**src/rtl/io_pkg.sv**
```systemverilog
// Shared constants for the IO input controller: FSM state encoding and the
// default debounce length.
package io_pkg;

  // 10 ms of stable samples at a 50 MHz system clock.
  localparam int DEBOUNCE_CYCLES_DEFAULT = 500000;

  // 3-bit state encoding; codes 6 and 7 are unreachable and recover to IDLE.
  localparam logic [2:0] ST_IDLE       = 3'd0;
  localparam logic [2:0] ST_WAIT_PRESS = 3'd1;
  localparam logic [2:0] ST_DEB_PRESS  = 3'd2;
  localparam logic [2:0] ST_CAPTURE    = 3'd3;
  localparam logic [2:0] ST_WAIT_REL   = 3'd4;
  localparam logic [2:0] ST_DEB_REL    = 3'd5;

  typedef enum logic [2:0] {
    IDLE       = ST_IDLE,
    WAIT_PRESS = ST_WAIT_PRESS,
    DEB_PRESS  = ST_DEB_PRESS,
    CAPTURE    = ST_CAPTURE,
    WAIT_REL   = ST_WAIT_REL,
    DEB_REL    = ST_DEB_REL
  } state_t;

endpackage

```
**src/rtl/sync2.sv**
```systemverilog
// Two-flop synchronizer for asynchronous board inputs, with a
// configurable reset value so idle levels are correct out of reset.
module sync2 #(
  parameter int               WIDTH       = 1,
  parameter logic [WIDTH-1:0] RESET_VALUE = '0
) (
  input  logic             clk,
  input  logic             reset,
  input  logic [WIDTH-1:0] d,
  output logic [WIDTH-1:0] q
);

  logic [WIDTH-1:0] meta;

  // First flop may go metastable; the second gives it a full cycle to settle.
  always_ff @(posedge clk) begin
    if (reset) begin
      meta <= RESET_VALUE;
      q    <= RESET_VALUE;
    end else begin
      meta <= d;
      q    <= meta;
    end
  end

endmodule

```
**src/rtl/io_input_ctrl.sv**
```systemverilog
// IO input controller: while the CPU stalls on an IN instruction, waits for
// a debounced press of the active-low Enter button, captures the slide
// switches once, then requires a debounced release before re-arming.
//
// Output protocol: data_valid is a one-cycle strobe with no ready/backpressure;
// Input_Data is valid in the strobe cycle and holds until the next capture.
module io_input_ctrl
  import io_pkg::*;
#(
  parameter int DEBOUNCE_CYCLES = DEBOUNCE_CYCLES_DEFAULT
) (
  input  logic        CLK,
  input  logic        reset,
  input  logic [9:0]  sw,
  input  logic        Enter,
  input  logic        Input,
  output logic [31:0] Input_Data,
  output logic        data_valid,
  output logic        waiting,
  output logic [2:0]  state_dbg
);

  localparam int              CNT_W    = $clog2(DEBOUNCE_CYCLES);
  localparam logic [CNT_W-1:0] CNT_LAST = CNT_W'(DEBOUNCE_CYCLES - 1);

  state_t           state;
  logic [CNT_W-1:0] cnt;
  logic [9:0]       sw_s;
  logic             enter_s;

  sync2 #(.WIDTH(10), .RESET_VALUE(10'b0)) u_sw_sync (
    .clk   (CLK),
    .reset (reset),
    .d     (sw),
    .q     (sw_s)
  );

  // Button idles released (high) so reset never looks like a press.
  sync2 #(.WIDTH(1), .RESET_VALUE(1'b1)) u_enter_sync (
    .clk   (CLK),
    .reset (reset),
    .d     (Enter),
    .q     (enter_s)
  );

  // Press/capture/release sequencing, debounce counter and capture register.
  always_ff @(posedge CLK) begin
    if (reset) begin
      state      <= IDLE;
      cnt        <= '0;
      Input_Data <= '0;
    end else begin
      case (state)
        IDLE: begin
          if (Input) state <= WAIT_PRESS;
        end
        WAIT_PRESS: begin
          if (!enter_s) begin
            state <= DEB_PRESS;
            cnt   <= '0;
          end else if (!Input) begin
            state <= IDLE;
          end
        end
        DEB_PRESS: begin
          if (!Input) begin
            state <= IDLE;
          end else if (enter_s) begin
            state <= WAIT_PRESS;
          end else if (cnt == CNT_LAST) begin
            state      <= CAPTURE;
            Input_Data <= {22'b0, sw_s};
          end else begin
            cnt <= cnt + CNT_W'(1);
          end
        end
        CAPTURE: begin
          state <= WAIT_REL;
        end
        // The CPU request is deliberately ignored until the button is released.
        WAIT_REL: begin
          if (enter_s) begin
            state <= DEB_REL;
            cnt   <= '0;
          end
        end
        DEB_REL: begin
          if (!enter_s) begin
            state <= WAIT_REL;
          end else if (cnt == CNT_LAST) begin
            state <= IDLE;
          end else begin
            cnt <= cnt + CNT_W'(1);
          end
        end
        default: begin
          state <= IDLE;
        end
      endcase
    end
  end

  // Outputs decode the state register only, so no input reaches them combinationally.
  assign data_valid = (state == CAPTURE);
  assign waiting    = (state == WAIT_PRESS) || (state == DEB_PRESS);
  assign state_dbg  = state;

endmodule

```
**config.mk**
```make
export PLATFORM = sky130hd
export DESIGN_NAME = io_input_ctrl
export DESIGN_NICKNAME = d
export VERILOG_FILES = /design/src/rtl/io_pkg.sv /design/src/rtl/sync2.sv /design/src/rtl/io_input_ctrl.sv
export SDC_FILE = /design/constraint.sdc
export NUM_CORES = 1
export LEC_CHECK = 0
export ABC_AREA = 1
export BUFFER_PORTS_ARGS = -buffer_cell sky130_fd_sc_hd__clkbuf_2
export CAP_MARGIN = 20
export CORE_ASPECT_RATIO = 0.75
export CORE_MARGIN = 2
export CORE_UTILIZATION = 55
export DETAILED_ROUTE_END_ITERATION = 7
export HOLD_SLACK_MARGIN = 0.12
export PLACE_DENSITY_LB_ADDON = 0.3
export SETUP_SLACK_MARGIN = 0.3
export SYNTH_ARGS = -nofsm -noshare
export SYNTH_HDL_FRONTEND = slang
export SYNTH_SLANG_ARGS = --single-unit
```
**constraint.sdc**
```tcl
create_clock -name CLK -period 1.8 [get_ports CLK]
set_input_delay 0.18 -clock CLK [delete_from_list [all_inputs] [get_ports CLK]]
set_output_delay 0.18 -clock CLK [all_outputs]
set_load 0.05 [all_outputs]
```
# Yosys cells after proc, flatten, opt, wreduce, memory -nomap -nowiden
# Index checks and enable logic that the tools add are counted.
# W data, S select, Z words.
op_classes:
  n_eq_ne: 15
  bitwise_logic: 1
  n_addsub: 1
  mux: 17
  n_reduce_logical: 6
ops:
  columns: ["cell", "n"]
  rows:
  - ["$mux W19", 6]
  - ["$pmux W19 S4", 1]
  - ["$mux W3", 9]
  - ["$add A19 B1 Y19 const B", 1]
  - ["$eq A19 B19 Y1 const B", 1]
  - ["$pmux W3 S6", 1]
  - ["$ne A2 B2 Y1 const B", 4]
  - ["$eq A3 B2 Y1 const B", 2]
  - ["$eq A3 B3 Y1 const B", 2]
  - ["$ne A3 B3 Y1 const B", 2]
  - ["$reduce_and A6 Y1", 1]
  - ["$reduce_and A5 Y1", 1]
  - ["$ne A2 B1 Y1 const B", 2]
  - ["$ne A4 B3 Y1 const B", 1]
  - ["$reduce_and A4 Y1", 1]
  - ["$reduce_bool A4 Y1", 1]
  - ["$eq A3 B1 Y1 const B", 1]
  - ["$logic_not A3 Y1", 1]
  - ["$logic_or A1 B1 Y1", 1]
  - ["$not A1 Y1", 1]
word_totals:
  register_bits: 54
  wordCells: 47
  input_bits: 14

# Depth between registers and ports, before layout
# Gate-level depths: netlist (run 1).
depth:
  ltp_word: 5
  depth_mapped: 11

# By module
# Synthesis (run 1) repeated with hierarchy kept, for this count alone.
hier_totals:
  hier_cells: 393
  area_unflattened_um2: 2758.9
modules_own_cells:
  columns: ["mod", "cells_each", "seq_area_each_um2", "area_per_inst_um2", "instances"]
  rows:
  - ["io_input_ctrl", 324, 640.6, 2127.0, 1]
  - ["sync2 at u_sw_sync", 62, 400.4, 573.0, 1]
  - ["sync2 at u_enter_sync", 7, 40.0, 58.8, 1]

# Least setup slack after synthesis (run 1)
# No wires, ideal clock.
synth_path:
  kind: "register -> register"
  from: "register state[1], in the netlist state_dbg[1]"
  to: "register cnt[6]"
  arrival_ps: 1954
  path_stages_with_launch: 9
  slack_ps: -285
  setup_time_ps: 131
  synth_period_minus_slack_ps: 2085
  cell_sequence: "dfxtp_1 -> nand3_4 -> nand2_1 -> nand2_1 -> a21oi_4 -> nand2_4 -> buf_6 -> nand2_1 -> a21oi_2"
synth_between:
  elab_chain_cells: 3
  elab_cells_between_ends: 12
  classes_between: "9 x eq/ne; 1 x mux; 2 x reduce/logical"
synth_lines:
  columns: ["item", "line_no", "source"]
  rows:
  - ["start, declared", "io_input_ctrl.sv:26", "state_t state;"]
  - ["start signal, assigned", "io_input_ctrl.sv:49", "state <= IDLE;"]
  - ["start signal, assigned", "io_input_ctrl.sv:55", "if (Input) state <= WAIT_PRESS;"]
  - ["start signal, assigned", "io_input_ctrl.sv:59", "state <= DEB_PRESS;"]
  - ["$eq A3 B3 Y1 (tied with other cells)", "io_input_ctrl.sv:53", "case (state)"]
  - ["$ne A2 B1 Y1 (no line) (tied with other cells)", null, null]
  - ["$reduce_and A6 Y1 (no line)", null, null]
  - ["end signal, assigned", "io_input_ctrl.sv:74", "cnt <= cnt + CNT_W'(1);"]
  - ["end signal, assigned", "io_input_ctrl.sv:93", "cnt <= cnt + CNT_W'(1);"]
  - ["end, declared", "io_input_ctrl.sv:27", "logic [CNT_W-1:0] cnt;"]
# Parallel ways exist; a longest one is shown, timed or not.
# A chain may end at the register's enable or synchronous reset.

# Final worst setup path (run 1)
layout_path:
  from: "register cnt[0]"
  to: "register cnt[13]"
layout_between:
  elab_chain_cells: 5
  elab_cells_between_ends: 7
  classes_between: "1 x add/sub; 1 x eq/ne; 5 x mux"
layout_lines:
  columns: ["item", "line_no", "source"]
  rows:
  - ["$add A19 B1 Y19 or $eq A19 B19 Y1 (tied branches)", null, null]
  - ["$mux W19 (*)", "io_input_ctrl.sv:70, io_input_ctrl.sv:90", null]
  - ["$mux W19", "io_input_ctrl.sv:68", "end else if (enter_s) begin"]
  - ["$mux W19", "io_input_ctrl.sv:66", "if (!Input) begin"]
  - ["$pmux W19 S4 (*)", "io_input_ctrl.sv:53", null]
# Every way passes the cells marked *; elsewhere a longest branch is shown, timed or not. The select of a mux whose other input is x is not followed.

==> impl_metrics.toml, run 1 <==
[pwr]
ir_drop_v = 0.000525
power.share.clock_pct = 31.9
combinationalPowerShare_pct = 13.7
p_sw_w = 0.000671
switching_share_pct = 29.8
internal_power_w = 0.00158
pwr-share-seq_pct = 54.4
p_leak_nw = 1.53
fin_total_pwr_w = 0.00225
power.density_nw_per_um2 = 649

[worst_setup_path]
slowest_stage = "dfxtp_4"
rrSetupSlack_ns = 0.29
cpPeakStageDelay_ns = 0.39
start_kind = "flip-flop"
cp-end-kind = "flip-flop"
cp_num_buf_inv = 2
cp.arrival_ns = 1.72
cp_cell_sequence = "ha_4 > nand3_4 > nor2_4 > nand3_4 > buf_8 > nand3_1 > nand2_1 > nand2_1 > inv_1"
path_delay_family = "simple AND/OR/NAND/NOR gates"
required_ns = 2.02
path_max_fanout = 6
critPathKind = "reg2reg"

[clock_tree]
clkSlewWorstSetupHoldPaths_ns = 0.10
clock_latency_ns = 0.31
cts_buffer_depth = 2
numCtsBuffers = 5
cts_tree = "yes"
root_buffer = "clkbuf_8"
htreeDepth = 2
cts_sinks = 54

[sta]
period_share_pct = 83.8
finalMaxSlewViolations = 0
tns_ns = 0
post-route-min-period_ns = 1.51
setup_viol = 0
fmax_mhz = 663
grt_setup_unrepaired = "true"
hold_viol = 0
worst_pin_slew_ns = 0.499
finClkSkew_ns = 0.00976
timing.hold.ws_ns = 0.299
max_slew_margin_pct = 66.7

[layout]
drive_gt1_share_pct = 29.2
layout.nets = 470
area_delta_synth_final_pct = 27.9
utilization_pct = 72.0
nFillCells = 357
antenna_cells = 0
design_area_um2 = 3470

[drt]
drt_first_pass_iters = 6
ant_nets = 0
drc = 0
vias = 2727
wl_per_cell_um = 13.2
drt_iter0_markers = 250
routed_wl_um = 6830
viasPerCell = 5.28

[synth]
yosysUniqueCellTypes = 32
synth_mux_area_share_pct = 0
yosysWarnings = 0
ys_top_cells_by_area = "dfxtp_1 40%, nand2_1 13%, nor2_1 11%, inv_1 6.4%, buf_4 6.1%"
netlist_area_um2 = 2710
yosys.area.top_type = "dfxtp_1"
synth_xor_area_share_pct = 1.29
ys_ff_latch = 54
yosys.area_share.simple_pct = 35.7
syn_inst = 399
synth_top_area_share_pct = 39.9
synth_top_family_by_area = "simple AND/OR/NAND/NOR gates"
synth.yosys.seq_area_share_pct = 39.9
synth_compound_area_share_pct = 7.11
syn_area_per_cell_um2 = 6.79
synthAdderAreaFrac_pct = 0.462

[grt]
grt_usage_pct = 23.0
grt_overflow = 0
antenna_found_initial = 0
grt_max_degree = 24
grt_pass1_vias = 2273
grt_pass1_wl_um = 10200

[die]
rows = 22
fp.dieW_um = 85.1
ios = 51
initial_utilization_pct = 56.3
dieHeight_um = 64.8
core-area_um2 = 4820
die-area_um2 = 5510

[outcome]
outcome = "finished, final reports clean"

[place]
dp_hpwl_um = 3990
gp_congestion = 0.976
placed_area_um2 = 2850
port_buffers = 28

[run]
cap_violations = 0

[min_path]
hp-class = "in2reg"
-- tightest hold or removal path: stages --
cell and delay (ns):
clkbuf_2 0.11, buf_4 0.22, nor2_1 0.07
-- layer usage --
metal,global-route usage (%),share of wire [%],vias to the layer above
met1,30.1,42,1245
met5,0,0,-
li1,-,-,1304
met2,37.4,45,156
met4,6.15,2.2,0
met3,6.50,10,22
-- state kept, by name (all words and copies together) (netlist names) --
name               count
u_enter_sync.meta      1
state_dbg              3
u_sw_sync.meta        10
Input_Data            10
u_enter_sync.q         1
cnt                   19
u_sw_sync.q           10
-- power groups by stage --
stage                     sequential (W)  clock, W  combinational, W
final                            0.00122  0.000717          0.000308
after global routing             0.00123  0.000784          0.000329
after CTS                        0.00124  0.000731          0.000283
after detailed placement         0.00126         0          0.000261
after global placement           0.00126         0          0.000259
after floorplan                  0.00127         0          0.000245
-- cell type report --
cell class | instances | area, µm² | area share (%)
Sequential cell | 54 | 1130 | 32.7
Clock inverter | 3 | 28.8 | 0.830
Inverter | 51 | 201 | 5.81
Clock buffer | 5 | 68.8 | 1.98
Multi-Input combinational cell | 285 | 1520 | 43.9
Timing Repair Buffer | 58 | 438 | 12.6
Tap cell | 60 | 75.1 | 2.17
-- per-stage QoR --
step,setup slack [ns],instances
floorplan,0.313,420
global placement,0.207,479
detailed placement,0.176,479
CTS,0.304,502
global route,0.173,516
finish,0.291,516
-- cell usage after synthesis (all sizes together) --
| library cell | count |
|---|---|
| dfxtp | 54 |
| ha | 1 |
| nand4 | 8 |
| o21ai | 19 |
| a21oi | 15 |
| xor2 | 3 |
| nor3 | 2 |
| clkbuf | 4 |
| nand2 | 95 |
| nor2 | 83 |
| or2 | 2 |
| a211oi | 1 |
| buf | 29 |
| inv | 51 |
| conb | 1 |
| nand3b | 1 |
| nand3 | 29 |
| xnor2 | 1 |
-- what timing repair did --
action | CTS | global route
setup endpoints to repair | 31 | 32
gates resized for setup | 24 | 58
hold endpoints to repair | 11 | 0
cloned | 1 | 3
setup buffers | 3 | 11
hold buffers | 11 | 0
pin swaps | 4 | 20
-- cells in the final DEF, fill, tap and decap left out, drive strengths merged --
| cell type | Yosys | layout |
|---|---|---|
| xnor2 | 1 | 1 |
| nand2 | 95 | 96 |
| dfxtp | 54 | 54 |
| o21ai | 19 | 19 |
| clkinv | 0 | 2 |
| nor3 | 2 | 2 |
| a211oi | 1 | 1 |
| xor2 | 3 | 3 |
| dlygate4sd3 | 0 | 11 |
| inv | 51 | 52 |
| nand3 | 29 | 29 |
| nand4 | 8 | 9 |
| buf | 29 | 18 |
| or2 | 2 | 2 |
| ha | 1 | 1 |
| nand3b | 1 | 1 |
| conb | 1 | 22 |
| nor2 | 83 | 84 |
| clkbuf | 4 | 34 |
| a21oi | 15 | 15 |
-- worst paths after layout --
kind / start / end / cells past startpoint
setup / recovery: cnt[0] / cnt[13] / 9
hold / removal: reset / u_sw_sync.q[8] / 3
setup reg to reg: cnt[0] / cnt[13] / 9
hold reg to reg: u_sw_sync.meta[7] / u_sw_sync.q[7] / 2
-- kinds of logic (layout without fill, tap and decap cells) --
kind of cell               Yosys count  after routing
other                                1             22
and+or+nand+nor                    220            223
DFF                                 54             54
AOI/OAI and AO/OA                   35             35
xor gates and xnor gates             4              4
buffers and inverters               84            117
adders and majority gates            1              1
Power figures use the tool's default switching activity.
==> inputs of run 2 (changes only) <==
==> constraint.sdc (replaced) <==
create_clock -name CLK -period 1.5 [get_ports CLK]
set_input_delay 0.15 -clock CLK [delete_from_list [all_inputs] [get_ports CLK]]
set_output_delay 0.15 -clock CLK [all_outputs]
set_load 0.05 [all_outputs]
==> impl_metrics.toml, run 2 (synthesis results as in run 1) <==
[outcome]
outcome = "finished, violations left"
violations = "setup timing"

[pwr]
fin_total_pwr_w = 0.00292
power.density_nw_per_um2 = 764
ir_drop_v = 0.000670
p_leak_nw = 1.70

[clock_tree]
htreeDepth = 2
numCtsBuffers = 5
cts_tree = "yes"
clkSlewWorstSetupHoldPaths_ns = 0.10
cts_sinks = 54
root_buffer = "clkbuf_8"
cts_buffer_depth = 2
clock_latency_ns = 0.31

[die]
core-area_um2 = 4820
dieHeight_um = 64.8
initial_utilization_pct = 56.3
rows = 22
fp.dieW_um = 85.1
ios = 51
die-area_um2 = 5510

[layout]
area_delta_synth_final_pct = 41.0
largest_reg_flops = 19
antenna_cells = 0
final_cell_mix = "83 x nand2_1, 61 x nor2_1, 43 x inv_1, 39 x dfxtp_1, 36 x buf_4"
nFillCells = 318
regArea_um2 = 1110
layout_commonest_cell = "nand2_1"
max_flop_register = "cnt"
multiInputGateArea_um2 = 1610
drive_gt1_share_pct = 35.1
layout.nets = 496
utilization_pct = 79.3

[worst_setup_path]
slowest_stage = "dfxtp_1"
r2r_cells = 6
critPathKind = "reg2reg"
cpPeakStageDelay_ns = 0.43
cpMostUsedCell = "nor2_4"
cp.arrival_ns = 1.78
path_max_fanout = 5
required_ns = 1.74
start_kind = "flip-flop"
cp-end-kind = "flip-flop"
cp_cell_sequence = "nand4_1 > nor2_4 > nand3_4 > nor2_4 > o21ai_1 > nor2_1"

[sta]
setup_viol = 17
fmax_mhz = 650
finalMaxSlewViolations = 0
setup_ws_ns = -0.0393
max_slew_margin_pct = 66.6
hold_viol = 0
finClkSkew_ns = 0.00759
grt_setup_unrepaired = "true"
post-route-min-period_ns = 1.54
period_share_pct = 103
worst_pin_slew_ns = 0.500

[drt]
wl_per_cell_um = 14.6
drc = 0
drt_first_pass_iters = 5
vias = 2904
routed_wl_um = 7940
ant_nets = 0
viasPerCell = 5.36
drt_iter0_markers = 393

[place]
dp_hpwl_um = 4430
gp_congestion = 0.945
port_buffers = 28

[min_path]
min_path_cells = 2
hp-class = "in2reg"

[grt]
grt_max_degree = 17
grt_pass1_wl_um = 12200
grt_usage_pct = 28.1
antenna_found_initial = 0
grt_pass1_vias = 2636
grt_overflow = 0

[run]
cap_violations = 0
## run 2: worst max-delay path: cells and delay by family, from the launching register on
family | cells | cell delay, ns
AOI/OAI and AO/OA | 1 | 0.08
DFF | 1 | 0.43
and+or+nand+nor | 5 | 0.96
## run 2: routing by layer
layer  part of all wire [%]  track usage [%]  up-vias  wire length (µm)
met1                     41             36.3     1336              3240
met4                    3.2             7.94        0               255
met3                    8.8             5.22       35               695
met5                      0                0        -                 0
met2                     47             48.0      181              3750
li1                       -                -     1352                 -
## run 2: final timing paths
check	start	endpoint	slack, ns
setup reg to reg	cnt[15]	Input_Data[8]	-0.04
setup / recovery	cnt[15]	Input_Data[8]	-0.04
hold reg to reg	u_sw_sync.meta[4]	u_sw_sync.q[4]	0.41
hold / removal	reset	u_sw_sync.q[7]	0.19
## run 2: power by group
part	switching [W]	internal, W	leakage, nW
sequential	0.0000197	0.00146	0.449
combinational	0.000297	0.000149	1.20
clock	0.000491	0.000500	0.0557
total	0.000808	0.00211	1.70
## run 2: timing repair
item / CTS / global route
gates cloned: 2 / 1
hold buffers: 11 / 0
endpoints found under the setup margin: 33 / 36
hold endpoints to repair: 11 / 0
pin swaps: 21 / 13
setup buffers: 14 / 6
resized for setup: 52 / 52
## run 2: layout make-up
cell class	count	area share, %
flip-flops and latches	54	29.1
multi-input cells	284	42.2
repair buffers	85	18.6
clock buffers	6	1.90
well taps	60	1.97
inverters	51	5.34
clock inverters	2	0.950
## run 2: per-stage QoR
stage	area, µm²	setup slack [ns]	std cells	hold slack (ns)	setup TNS (ns)
detailed placement	3030	-0.0782	500	0.346	-0.628
global route	3820	-0.147	542	0.172	-2.51
floorplan	2850	0.0484	420	0.254	0
CTS	3600	0.0346	535	0.172	0
global placement	3030	-0.0295	500	0.343	-0.125
finish	3820	-0.0393	542	0.190	-0.411
